`src/rtl/sram_req_arbiter.sv`:
```
// sram_req_arbiter
//   Shares one SRAM-like memory port (req/addr_ok/data_ok) between the IF-stage
//   instruction requester and the EXE/MEM data requester. Data requests win over
//   instruction requests. A request the slave leaves pending stays locked until it
//   is accepted. Accepted transactions are tracked in an in-order ID FIFO, so each
//   data_ok/rdata is routed back to the requester that issued it.
//
// Ports
//   clk, resetn                 clock (rising edge), asynchronous active-low reset
//   inst_req/size/addr          IF read request
//   inst_addr_ok                IF request accepted this cycle
//   inst_data_ok/rdata          IF read data return
//   data_req/wr/size/wstrb/
//     addr/wdata                data load/store request
//   data_addr_ok                data request accepted this cycle
//   data_data_ok/rdata          load data / store acknowledge
//   mem_req/wr/size/wstrb/
//     addr/wdata                muxed request to the memory bridge
//   mem_addr_ok                 memory accepted mem_req this cycle
//   mem_data_ok/rdata           response for the oldest outstanding transaction
//   proto_err                   sticky: response seen with nothing outstanding
module sram_req_arbiter #(
   parameter int unsigned DEPTH = 2,
   parameter int unsigned CNT_W = $clog2(DEPTH) + 1
) (
   input  logic        clk,
   input  logic        resetn,
   // instruction side
   input  logic        inst_req,
   input  logic [1:0]  inst_size,
   input  logic [31:0] inst_addr,
   output logic        inst_addr_ok,
   output logic        inst_data_ok,
   output logic [31:0] inst_rdata,
   // data side
   input  logic        data_req,
   input  logic        data_wr,
   input  logic [1:0]  data_size,
   input  logic [3:0]  data_wstrb,
   input  logic [31:0] data_addr,
   input  logic [31:0] data_wdata,
   output logic        data_addr_ok,
   output logic        data_data_ok,
   output logic [31:0] data_rdata,
   // memory side
   output logic        mem_req,
   output logic        mem_wr,
   output logic [1:0]  mem_size,
   output logic [3:0]  mem_wstrb,
   output logic [31:0] mem_addr,
   output logic [31:0] mem_wdata,
   input  logic        mem_addr_ok,
   input  logic        mem_data_ok,
   input  logic [31:0] mem_rdata,
   output logic        proto_err
);

   localparam int unsigned PTR_W = (DEPTH > 1) ? $clog2(DEPTH) : 1;

   typedef enum logic {
      IdInst = 1'b0,
      IdData = 1'b1
   } req_id_e;

   // lock holds the grant of a request the slave has not yet accepted
   logic                lock_vld_q, lock_vld_d;
   req_id_e             lock_id_q, lock_id_d;
   // in-order ID FIFO, one bit per entry
   logic [DEPTH-1:0]    id_q, id_d;
   logic [PTR_W-1:0]    wr_ptr_q, wr_ptr_d;
   logic [PTR_W-1:0]    rd_ptr_q, rd_ptr_d;
   logic [CNT_W-1:0]    count_q, count_d;
   logic                proto_err_q, proto_err_d;

   logic                grant_vld;
   req_id_e             grant_id;
   req_id_e             head_id;
   logic                fifo_full;
   logic                fifo_empty;
   logic                accept;
   logic                pop;

   assign fifo_full  = (count_q == CNT_W'(DEPTH));
   assign fifo_empty = (count_q == '0);
   assign head_id    = req_id_e'(id_q[rd_ptr_q]);

   // Grant: a locked request keeps the port even if data_req rises later.
   // Qualifying with resetn forces every request-side output low during reset.
   always_comb begin
      grant_vld = 1'b0;
      grant_id  = IdInst;
      if (lock_vld_q) begin
         grant_vld = resetn;
         grant_id  = lock_id_q;
      end else if (data_req) begin
         grant_vld = resetn;
         grant_id  = IdData;
      end else if (inst_req) begin
         grant_vld = resetn;
         grant_id  = IdInst;
      end
   end

   // Request mux, zero-cycle pass-through of the granted requester
   always_comb begin
      mem_req   = 1'b0;
      mem_wr    = 1'b0;
      mem_size  = 2'd0;
      mem_wstrb = 4'd0;
      mem_addr  = 32'd0;
      mem_wdata = 32'd0;
      if (grant_vld) begin
         if (grant_id == IdData) begin
            mem_req   = data_req & ~fifo_full;
            mem_wr    = data_wr;
            mem_size  = data_size;
            mem_wstrb = data_wstrb;
            mem_addr  = data_addr;
            mem_wdata = data_wdata;
         end else begin
            mem_req   = inst_req & ~fifo_full;
            mem_size  = inst_size;
            mem_addr  = inst_addr;
         end
      end
   end

   assign accept       = mem_req & mem_addr_ok;
   assign inst_addr_ok = accept & (grant_id == IdInst);
   assign data_addr_ok = accept & (grant_id == IdData);

   // Responses belong to the FIFO head; an empty FIFO means a protocol error
   assign pop          = mem_data_ok & ~fifo_empty;
   assign inst_data_ok = pop & (head_id == IdInst);
   assign data_data_ok = pop & (head_id == IdData);
   assign inst_rdata   = inst_data_ok ? mem_rdata : 32'd0;
   assign data_rdata   = data_data_ok ? mem_rdata : 32'd0;
   assign proto_err    = proto_err_q;

   always_comb begin
      lock_vld_d  = lock_vld_q;
      lock_id_d   = lock_id_q;
      id_d        = id_q;
      wr_ptr_d    = wr_ptr_q;
      rd_ptr_d    = rd_ptr_q;
      count_d     = count_q;
      proto_err_d = proto_err_q | (mem_data_ok & fifo_empty);

      if (accept) begin
         lock_vld_d = 1'b0;
      end else if (mem_req) begin
         lock_vld_d = 1'b1;
         lock_id_d  = grant_id;
      end

      if (accept) begin
         id_d[wr_ptr_q] = grant_id;
         wr_ptr_d       = wr_ptr_q + PTR_W'(1);
      end
      if (pop) begin
         rd_ptr_d = rd_ptr_q + PTR_W'(1);
      end
      count_d = count_q + CNT_W'(accept) - CNT_W'(pop);
   end

   always_ff @(posedge clk or negedge resetn) begin
      if (!resetn) begin
         lock_vld_q  <= 1'b0;
         lock_id_q   <= IdInst;
         id_q        <= '0;
         wr_ptr_q    <= '0;
         rd_ptr_q    <= '0;
         count_q     <= '0;
         proto_err_q <= 1'b0;
      end else begin
         lock_vld_q  <= lock_vld_d;
         lock_id_q   <= lock_id_d;
         id_q        <= id_d;
         wr_ptr_q    <= wr_ptr_d;
         rd_ptr_q    <= rd_ptr_d;
         count_q     <= count_d;
         proto_err_q <= proto_err_d;
      end
   end

endmodule

```
`config.mk`:
```
export PLATFORM = sky130hd
export DESIGN_NAME = sram_req_arbiter
export DESIGN_NICKNAME = d
export VERILOG_FILES = /design/src/rtl/sram_req_arbiter.sv
export SDC_FILE = /design/constraint.sdc
export NUM_CORES = 1
export LEC_CHECK = 0
export ABC_AREA = 1
export CORE_AREA = 10 10 102 104
export DETAILED_ROUTE_END_ITERATION = 7
export DIE_AREA = 0 0 112 114
export PLACE_DENSITY = 0.77
export SKIP_CTS_REPAIR_TIMING = 1
export SLEW_MARGIN = 20
export SYNTH_ARGS = -nofsm -noshare
export SYNTH_HDL_FRONTEND = slang
export SYNTH_SLANG_ARGS = --single-unit
```
`constraint.sdc`:
```
create_clock -name clk -period 5.1 [get_ports clk]
set_input_delay 1.02 -clock clk [delete_from_list [all_inputs] [get_ports clk]]
set_output_delay 1.02 -clock clk [all_outputs]
set_load 0.02 [all_outputs]
```
==> results of run 1 <==
[synthesized netlist by cell type]
library cell / instances / area (sq um)
xnor2_1: 2 / 17.5
nand2_4: 1 / 11.3
xor2_1: 1 / 8.76
mux2i_1: 1 / 10.0
o21ai_0: 2 / 10.0
nand2_1: 121 / 454
inv_2: 1 / 3.75
inv_1: 42 / 158
nor2b_4: 1 / 13.8
clkbuf_1: 4 / 15.0
clkbuf_8: 3 / 41.3
nand2_2: 3 / 18.8
nand3_1: 2 / 10.0
a31o_2: 1 / 8.76
nor2_1: 106 / 398
dfrtp_1: 9 / 225
buf_4: 5 / 37.5
a21oi_1: 34 / 170
ha_1: 2 / 25.0
buf_2: 12 / 60.1
o21a_1: 1 / 7.51
nand4_1: 4 / 25.0
[layout make-up]
type / count / area share [%]
timing repair buffer: 288 / 62.1
tap: 108 / 2.91
inverter: 43 / 3.48
multi-input combinational: 282 / 25.7
clock buffer: 4 / 0.971
sequential: 9 / 4.85
[where the power goes]
| group | switching (mW) | internal [mW] |
|---|---|---|
| clock network | 0.0269 | 0.0543 |
| registers | 0.0242 | 0.103 |
| logic | 0.795 | 0.607 |
| total | 0.846 | 0.764 |
[cells by family (layout without fill, tap and decap cells)]
family,count (synthesis),in the layout,synth area share [%]
and+or+nand+nor,238,238,53.8
buffers and inverters,67,335,18.2
AOI/OAI and AO/OA,38,38,11.4
DFF,9,9,13.0
xor gates and xnor gates,3,3,1.52
adders and majority gates,2,2,1.45
muxes,1,1,0.579
[state kept, by name (all words and copies together) (netlist names)]
| register | flops |
|---|---|
| count_q | 2 |
| id_q | 2 |
| lock_id_q | 1 |
| lock_vld_q | 1 |
| proto_err | 1 |
| rd_ptr_q | 1 |
| wr_ptr_q | 1 |
[metrics by stage]
step,power [mW],cell area [sq um]
6_report,1.61,4640
4_1_cts,1.63,4640
3_3_place_gp,1.52,4600
2_1_floorplan,0.907,1730
5_1_grt,1.73,4640
3_5_place_dp,1.54,4600
[per-layer routing]
metal	share of wire, %	wire length, um	global-route usage [%]	vias to the layer above
met2	52	6410	32.1	164
li1	-	-	-	1597
met4	2.5	310	5.41	0
met5	0	0	0	-
met3	10	1260	6.14	20
met1	35	4280	16.8	1345
[worst max-delay path by stage]
| stage | cells past startpoint | slack (ns) | from | end |
|---|---|---|---|---|
| global placement | 7 | 1.02 | data_req | mem_addr[25] |
| finish | 6 | 1.02 | mem_data_ok | data_rdata[29] |
| detailed placement | 6 | 0.98 | mem_data_ok | data_rdata[21] |
| CTS | 6 | 0.98 | mem_data_ok | data_rdata[21] |
| floorplan | 5 | 1.99 | mem_data_ok | data_rdata[10] |
| global route | 6 | 0.84 | mem_data_ok | data_rdata[29] |
==> flow_metrics.py, run 1 <==
metrics = {
    "layout": {
        "n_fill_cell": 804,
        "mostFrequentLayoutCells": "283 x clkdlybuf4s50_1, 120 x nand2_1, 106 x nor2_1, 42 x inv_1, 34 x a21oi_1",
        "final_nets": 772,
        "final_util_pct": 54.8,
        "synthToLayoutAreaGrowth_pct": 168,
        "multiInputGateArea_sq_um": 1190,
        "final_common_cell": "clkdlybuf4s50_1",
        "final_cells": 734,
        "drive_gt1_share_pct": 2.56,
        "regArea_sq_um": 225,
        "n_antenna_cell": 0,
    },
    "sta": {
        "fin_tns_setup_ns": 0,
        "finalHoldViolations": 0,
        "max_freq_mhz": 245,
        "finalCriticalPeriod_ns": 4.08,
        "hold_ws_ns": 0.478,
        "max-slew-margin-rel_pct": 36.9,
        "slew_viol_final": 0,
        "fin_skew_ns": 0.000730,
        "worst_pin_slew_ns": 0.945,
        "setup_slack_ns": 1.02,
        "rsz0062_at_grt": "false",
        "setup_viol": 0,
        "period_share_pct": 80.0,
    },
    "floorplan": {
        "ios": 284,
        "die_w_um": 112,
        "start_util_pct": 20.4,
        "dieArea_sq_um": 12800,
        "rows": 34,
        "die_h_um": 114,
        "coreArea_sq_um": 8470,
    },
    "setup_path": {
        "required_ns": 4.08,
        "critPathTopFamily": "buffers and inverters",
        "critPathLaunchType": "input pin",
        "reg2reg_from": "lock_vld_q",
        "reg2reg_depth": 11,
        "slowest_stage": "clkdlybuf4s50_1",
        "path_cells": "clkdlybuf4s50_1 > nand2_1 > nor2_1 > inv_1 > nor2_1 > clkdlybuf4s50_1",
        "critPathMaxFanout": 32,
        "cp.buffers_inverters": 3,
        "crit_type": "input pin to primary output",
        "crit_path_max_incr_delay_ns": 0.65,
        "rr_endpoint": "count_q[1]",
        "critPathArrivalTime_ns": 3.06,
        "rrSetupSlack_ns": 3.18,
        "end_kind": "primary output",
    },
    "drt": {
        "vias": 3126,
        "drc": 0,
        "wl_per_cell_um": 16.7,
        "drt_iter0_markers": 204,
        "via_per_inst": 4.26,
        "drt_first_pass_iters": 6,
        "drt_wl_total_um": 12300,
        "drtAntennaViolNets": 0,
    },
    "clocking": {
        "numCtsBuffers": 3,
        "cts_num_sinks": 9,
        "htree_num_levels": 1,
        "tritoncts": "done",
        "insertion_delay_ns": 0.23,
        "clock_path_buffers": 2,
        "path_clk_slew_ns": 0.04,
        "cts_root_buffer": "clkbuf_8",
    },
    "placement": {
        "io_buffers": 283,
        "place_congestion": 0.867,
        "post-place-ws_ns": 0.975,
        "dpl.cell_count": 730,
        "dp_hpwl_um": 10700,
    },
    "pwr": {
        "pwr_density_cell_nw_per_um2": 347,
        "p_leak_nw": 2.03,
        "peakVddDrop_uv": 284,
    },
    "yosys": {
        "ys_seq_area_share_pct": 13.0,
        "ys_ff_latch": 9,
        "synthCells": 358,
        "syn_avg_cell_area_sq_um": 4.83,
        "synth_area_sq_um": 1730,
        "netlist-cell-type-count": 22,
        "yosys_warnings": 0,
        "syn-num-nets": 503,
    },
    "hold_path": {
        "hold_end": "proto_err",
        "hold_depth": 1,
        "hold_class": "flip-flop to flip-flop",
        "min_from": "proto_err",
    },
    "global_route": {
        "grt_overflow": 0,
        "grt_pass1_vias": 3143,
        "antenna_found_initial": 0,
        "grt_use_total_pct": 16.9,
        "grt_pass1_wl_um": 17600,
        "grt_start_max_net_pins": 72,
    },
    "job": {
        "maxCapViolations": 0,
    },
    "outcome": {
        "outcome": "finished, final reports clean",
    },
}
No activity file was read; power rests on OpenSTA's default activity.
==> inputs of run 2 (changes only) <==
Settings changed: CORE_AREA 10 10 102 104 to default, CORE_MARGIN from default to 10, CORE_UTILIZATION from default to 20, DIE_AREA 0 0 112 114 to default, PLACE_DENSITY 0.77 to 0.78.
Clock period 5.1 ns to 3.7 ns, I/O delays scaled along.
==> run 2 against run 1 <==
- sequential power is 38% higher
- cell count is 0.54% higher
- first-iteration DRC count is 27% higher
- register-to-register slack worse by 1.5 ns
- combinational power is 44% higher
- wire length is 0.94% higher
- via count is 2.6% higher
==> flow_metrics.py, run 2 (same netlist as run 1, synthesis figures left out) <==
metrics = {
    "drt": {
        "drtAntennaViolNets": 0,
        "vias": 3206,
        "wl_per_cell_um": 16.8,
        "drt_iter0_markers": 260,
        "drt_wl_total_um": 12400,
        "dr_wl_met3_um": 1160,
        "drt_first_pass_iters": 4,
        "via_per_inst": 4.34,
        "wl_met2_um": 6750,
        "wl_met1_um": 4330,
        "top_layer": "met4",
        "drc": 0,
    },
    "layout": {
        "n_fill_cell": 780,
        "final_util_pct": 56.7,
        "synthToLayoutAreaGrowth_pct": 172,
        "stdcell_area_sq_um": 4700,
        "final_common_cell": "clkdlybuf4s50_1",
        "final_nets": 779,
        "biggestRegsByFlops": "count_q x2, id_q x2",
        "mostFrequentLayoutCells": "283 x clkdlybuf4s50_1, 120 x nand2_1, 106 x nor2_1, 42 x inv_1, 34 x a21oi_1",
        "drive_gt1_share_pct": 3.63,
        "n_antenna_cell": 0,
    },
    "global_route": {
        "grt_use_total_pct": 17.5,
        "grt_pass1_wl_um": 18300,
        "grt_start_max_net_pins": 72,
        "grt_overflow": 0,
        "antenna_found_initial": 0,
        "grt_pass1_vias": 3244,
    },
    "sta": {
        "slew_viol_final": 0,
        "period_share_pct": 93.2,
        "fin_skew_ns": 0.00743,
        "finalHoldViolations": 0,
        "finalCriticalPeriod_ns": 3.45,
        "max-slew-margin-rel_pct": 77.8,
        "rsz0062_at_grt": "false",
        "setup_slack_ns": 0.250,
        "worst_pin_slew_ns": 0.334,
        "fin_tns_setup_ns": 0,
        "setup_viol": 0,
        "max_freq_mhz": 290,
    },
    "floorplan": {
        "coreArea_sq_um": 8300,
        "dieArea_sq_um": 12800,
        "start_util_pct": 20.8,
        "ios": 284,
        "die_h_um": 113,
        "die_w_um": 113,
        "rows": 33,
    },
    "clocking": {
        "htree_num_levels": 1,
        "numCtsBuffers": 3,
        "cts_root_buffer": "clkbuf_8",
        "clock_path_buffers": 2,
        "insertion_delay_ns": 0.24,
        "cts_num_sinks": 9,
        "tritoncts": "done",
        "path_clk_slew_ns": 0.04,
    },
    "setup_path": {
        "critPathMaxFanout": 27,
        "crit_type": "input pin to primary output",
        "critPathLaunchType": "input pin",
        "end_kind": "primary output",
        "rrSetupSlack_ns": 1.73,
        "required_ns": 2.96,
        "critPathArrivalTime_ns": 2.71,
    },
    "pwr": {
        "p_total_mw": 2.30,
        "p_leak_nw": 2.06,
        "seqPwrFrac_pct": 7.6,
        "peakVddDrop_uv": 309,
        "power_frac_clock_pct": 5.0,
        "switching_share_pct": 51.7,
        "pwr_density_cell_nw_per_um2": 488,
        "comb_power_share_pct": 87.3,
        "p_int_mw": 1.11,
        "netSwitchingPower_mw": 1.19,
    },
    "placement": {
        "place_congestion": 0.907,
        "io_buffers": 283,
        "post_dp_cell_area_sq_um": 4660,
        "dp_hpwl_um": 10900,
        "post-place-ws_ns": 0.230,
    },
    "job": {
        "maxCapViolations": 0,
    },
    "outcome": {
        "outcome": "finished, final reports clean",
    },
    "hold_path": {
        "hold_class": "flip-flop to flip-flop",
    },
}
-- run 2: cell types whose count changed in the layout (fill, tap and decap cells not counted) --
cell    change
buf_4       +6
buf_12      +1
-- run 2: worst paths after layout --
check | startpoint | end | cells past startpoint
max reg2reg | lock_vld_q | count_q[1] | 11
min reg2reg | proto_err | proto_err | 1
min in group asynchronous | resetn | lock_vld_q | 2
max | data_req | mem_addr[13] | 7
min | proto_err | proto_err | 1
max in group asynchronous | resetn | count_q[1] | 2
-- run 2: power by group through the flow --
| stage | Sequential (mW) | Combinational (mW) | Clock [mW] |
|---|---|---|---|
| after floorplan | 0.166 | 1.08 | 0 |
| after global placement | 0.172 | 1.98 | 0 |
| after detailed placement | 0.176 | 2.02 | 0 |
| after CTS | 0.174 | 2.03 | 0.119 |
| after global routing | 0.181 | 2.16 | 0.123 |
| final | 0.175 | 2.01 | 0.116 |
-- run 2: critical path, cell delays in order --
cell             delay (ns)
clkdlybuf4s50_1        0.52
nand2_2                0.08
nand2_2                0.19
buf_12                 0.20
nand2_1                0.07
a21oi_1                0.23
clkdlybuf4s50_1        0.66
-- run 2: through the flow --
stage,std cells,hold slack [ns]
after detailed placement,734,0.462
after CTS,738,0.472
after floorplan,358,0.444
after global placement,734,0.454
final,738,0.464
after global routing,738,0.488
-- run 2: per-layer routing --
layer,global-route usage (%),vias up
met4,3.47,0
met5,0,-
li1,-,1611
met3,5.49,8
met2,33.9,172
met1,17.9,1415
-- run 2: layout make-up --
type	count	area, sq um	area share, %
well taps	105	131	2.79
flip-flops and latches	9	225	4.79
clock buffers	4	45.0	0.958
repair buffers	295	2950	62.7
inverters	43	161	3.43
multi-input cells	282	1190	25.3
==> inputs of run 3 (changes only) <==
Settings changed: CORE_AREA from default to 10 10 103 105, CORE_MARGIN 10 to default, CORE_UTILIZATION 20 to default, DIE_AREA from default to 0 0 113 115, PLACE_DENSITY 0.78 to 0.76, REMOVE_ABC_BUFFERS from default to 1.
Clock period 3.7 ns to 3.85 ns, I/O delays scaled along.
==> run 3 against run 2 <==
- sequential power fell by 7%
- critical path type unchanged
- worst hold slack improved by 0.011 ns
- count of clock-buffer cells in the layout did not move
- sequential cell count did not move
- highest routed layer unchanged
- largest cell class unchanged
- clock skew rose by 0.0019 ns
- clock power fell by 3%
==> flow_metrics.py, run 3 (same netlist as run 1, synthesis figures left out) <==
metrics = {
    "pwr": {
        "netSwitchingPower_mw": 1.13,
        "p_leak_nw": 2.04,
        "peakVddDrop_uv": 229,
        "power_frac_clock_pct": 5.1,
        "p_int_mw": 1.05,
        "comb_power_share_pct": 87.4,
        "seqPwrFrac_pct": 7.5,
        "pwr_density_cell_nw_per_um2": 466,
        "switching_share_pct": 52.0,
    },
    "outcome": {
        "outcome": "finished, final reports clean",
    },
    "setup_path": {
        "crit_type": "input pin to primary output",
        "critPathMaxFanout": 52,
        "end_kind": "primary output",
        "rrSetupSlack_ns": 1.87,
        "reg2reg_depth": 10,
        "critPathArrivalTime_ns": 2.74,
        "critPathLaunchType": "input pin",
        "required_ns": 3.08,
        "rr_endpoint": "count_q[1]",
        "reg2reg_from": "lock_vld_q",
    },
    "drt": {
        "drt_wl_total_um": 12500,
        "drt_iter0_markers": 256,
        "vias": 3220,
        "drtAntennaViolNets": 0,
        "drc": 0,
        "drt_first_pass_iters": 5,
        "via_per_inst": 4.37,
        "wl_per_cell_um": 17.0,
    },
    "sta": {
        "fin_tns_setup_ns": 0,
        "finalCriticalPeriod_ns": 3.51,
        "fin_skew_ns": 0.00933,
        "max-slew-margin-rel_pct": 66.4,
        "max_freq_mhz": 285,
        "rsz0062_at_grt": "false",
        "setup_viol": 0,
        "period_share_pct": 91.1,
        "finalHoldViolations": 0,
        "slew_viol_final": 0,
        "worst_pin_slew_ns": 0.503,
    },
    "clocking": {
        "clock_path_buffers": 2,
        "numCtsBuffers": 3,
        "insertion_delay_ns": 0.24,
        "htree_num_levels": 1,
        "cts_num_sinks": 9,
        "tritoncts": "done",
        "cts_root_buffer": "clkbuf_8",
        "path_clk_slew_ns": 0.04,
    },
    "job": {
        "maxCapViolations": 0,
    },
    "global_route": {
        "grt_pass1_vias": 3313,
        "grt_overflow": 0,
        "grt_start_max_net_pins": 53,
        "grt_use_total_pct": 17.3,
        "grt_pass1_wl_um": 18400,
        "antenna_found_initial": 0,
    },
    "layout": {
        "n_antenna_cell": 0,
        "biggestRegsByFlops": "count_q x2, id_q x2",
        "regArea_sq_um": 225,
        "mostFrequentLayoutCells": "283 x clkdlybuf4s50_1, 120 x nand2_1, 106 x nor2_1, 42 x inv_1, 34 x a21oi_1",
        "final_util_pct": 54.7,
        "drive_gt1_share_pct": 3.02,
        "final_nets": 775,
        "multiInputGateArea_sq_um": 1190,
        "final_common_cell": "clkdlybuf4s50_1",
        "synthToLayoutAreaGrowth_pct": 170,
        "n_fill_cell": 815,
    },
    "floorplan": {
        "coreArea_sq_um": 8550,
        "dieArea_sq_um": 13000,
        "start_util_pct": 20.2,
        "die_h_um": 115,
        "die_w_um": 113,
        "rows": 34,
        "ios": 284,
    },
    "hold_path": {
        "hold_depth": 1,
        "min_from": "proto_err",
        "hold_class": "flip-flop to flip-flop",
        "hold_end": "proto_err",
    },
    "placement": {
        "place_congestion": 0.870,
        "dp_hpwl_um": 11000,
        "io_buffers": 283,
    },
}
==> run 3: cell types whose count changed in the layout (fill, tap and decap cells not counted), sizes merged <==
| cell | previous run | this run |
|---|---|---|
| buf | 12 | 8 |
==> run 3: worst max path at each step <==
stage,start,end,slack [ns],cells past startpoint
after detailed placement,resetn,mem_addr[6],0.33,5
after CTS,resetn,mem_addr[6],0.32,5
final,resetn,mem_addr[6],0.34,5
after floorplan,data_req,mem_addr[0],0.64,4
after global routing,data_req,mem_addr[28],0.19,8
after global placement,resetn,mem_addr[6],0.34,5
==> run 3: final cells by class <==
class	instances	area share (%)
clock buffer	4	0.963
multi-input combinational	282	25.5
inverter	43	3.45
tap	108	2.89
sequential	9	4.82
timing repair buffer	291	62.4
==> run 3: layer usage <==
metal,up-vias,part of all wire [%],routed length [um],track usage (%)
li1,1605,-,-,-
met4,0,2.1,261,4.31
met2,209,49,6200,32.1
met5,-,0,0,0
met1,1384,36,4490,17.0
met3,22,13,1580,8.44
==> run 3: power groups by stage <==
stage / Clock, mW / Sequential, mW / Combinational (mW)
floorplan: 0 / 0.159 / 0.948
global placement: 0 / 0.163 / 1.90
detailed placement: 0 / 0.165 / 1.92
CTS: 0.114 / 0.163 / 1.93
global route: 0.124 / 0.170 / 2.06
finish: 0.112 / 0.163 / 1.90
==> run 3: through the flow <==
step / hold WS (ns) / power [mW] / cell area (sq um) / worst slack [ns] / std cells
after CTS: 0.478 / 2.21 / 4680 / 0.323 / 737
final: 0.474 / 2.18 / 4680 / 0.344 / 737
after global placement: 0.452 / 2.06 / 4630 / 0.338 / 733
after global routing: 0.510 / 2.36 / 4680 / 0.188 / 737
after detailed placement: 0.469 / 2.09 / 4630 / 0.329 / 733
after floorplan: 0.449 / 1.11 / 1580 / 0.644 / 334
==> run 3: worst max-delay path: stages <==
cell	delay, ns
clkdlybuf4s50_1	0.64
nand2_2	0.12
buf_4	0.29
a21oi_1	0.23
clkdlybuf4s50_1	0.67
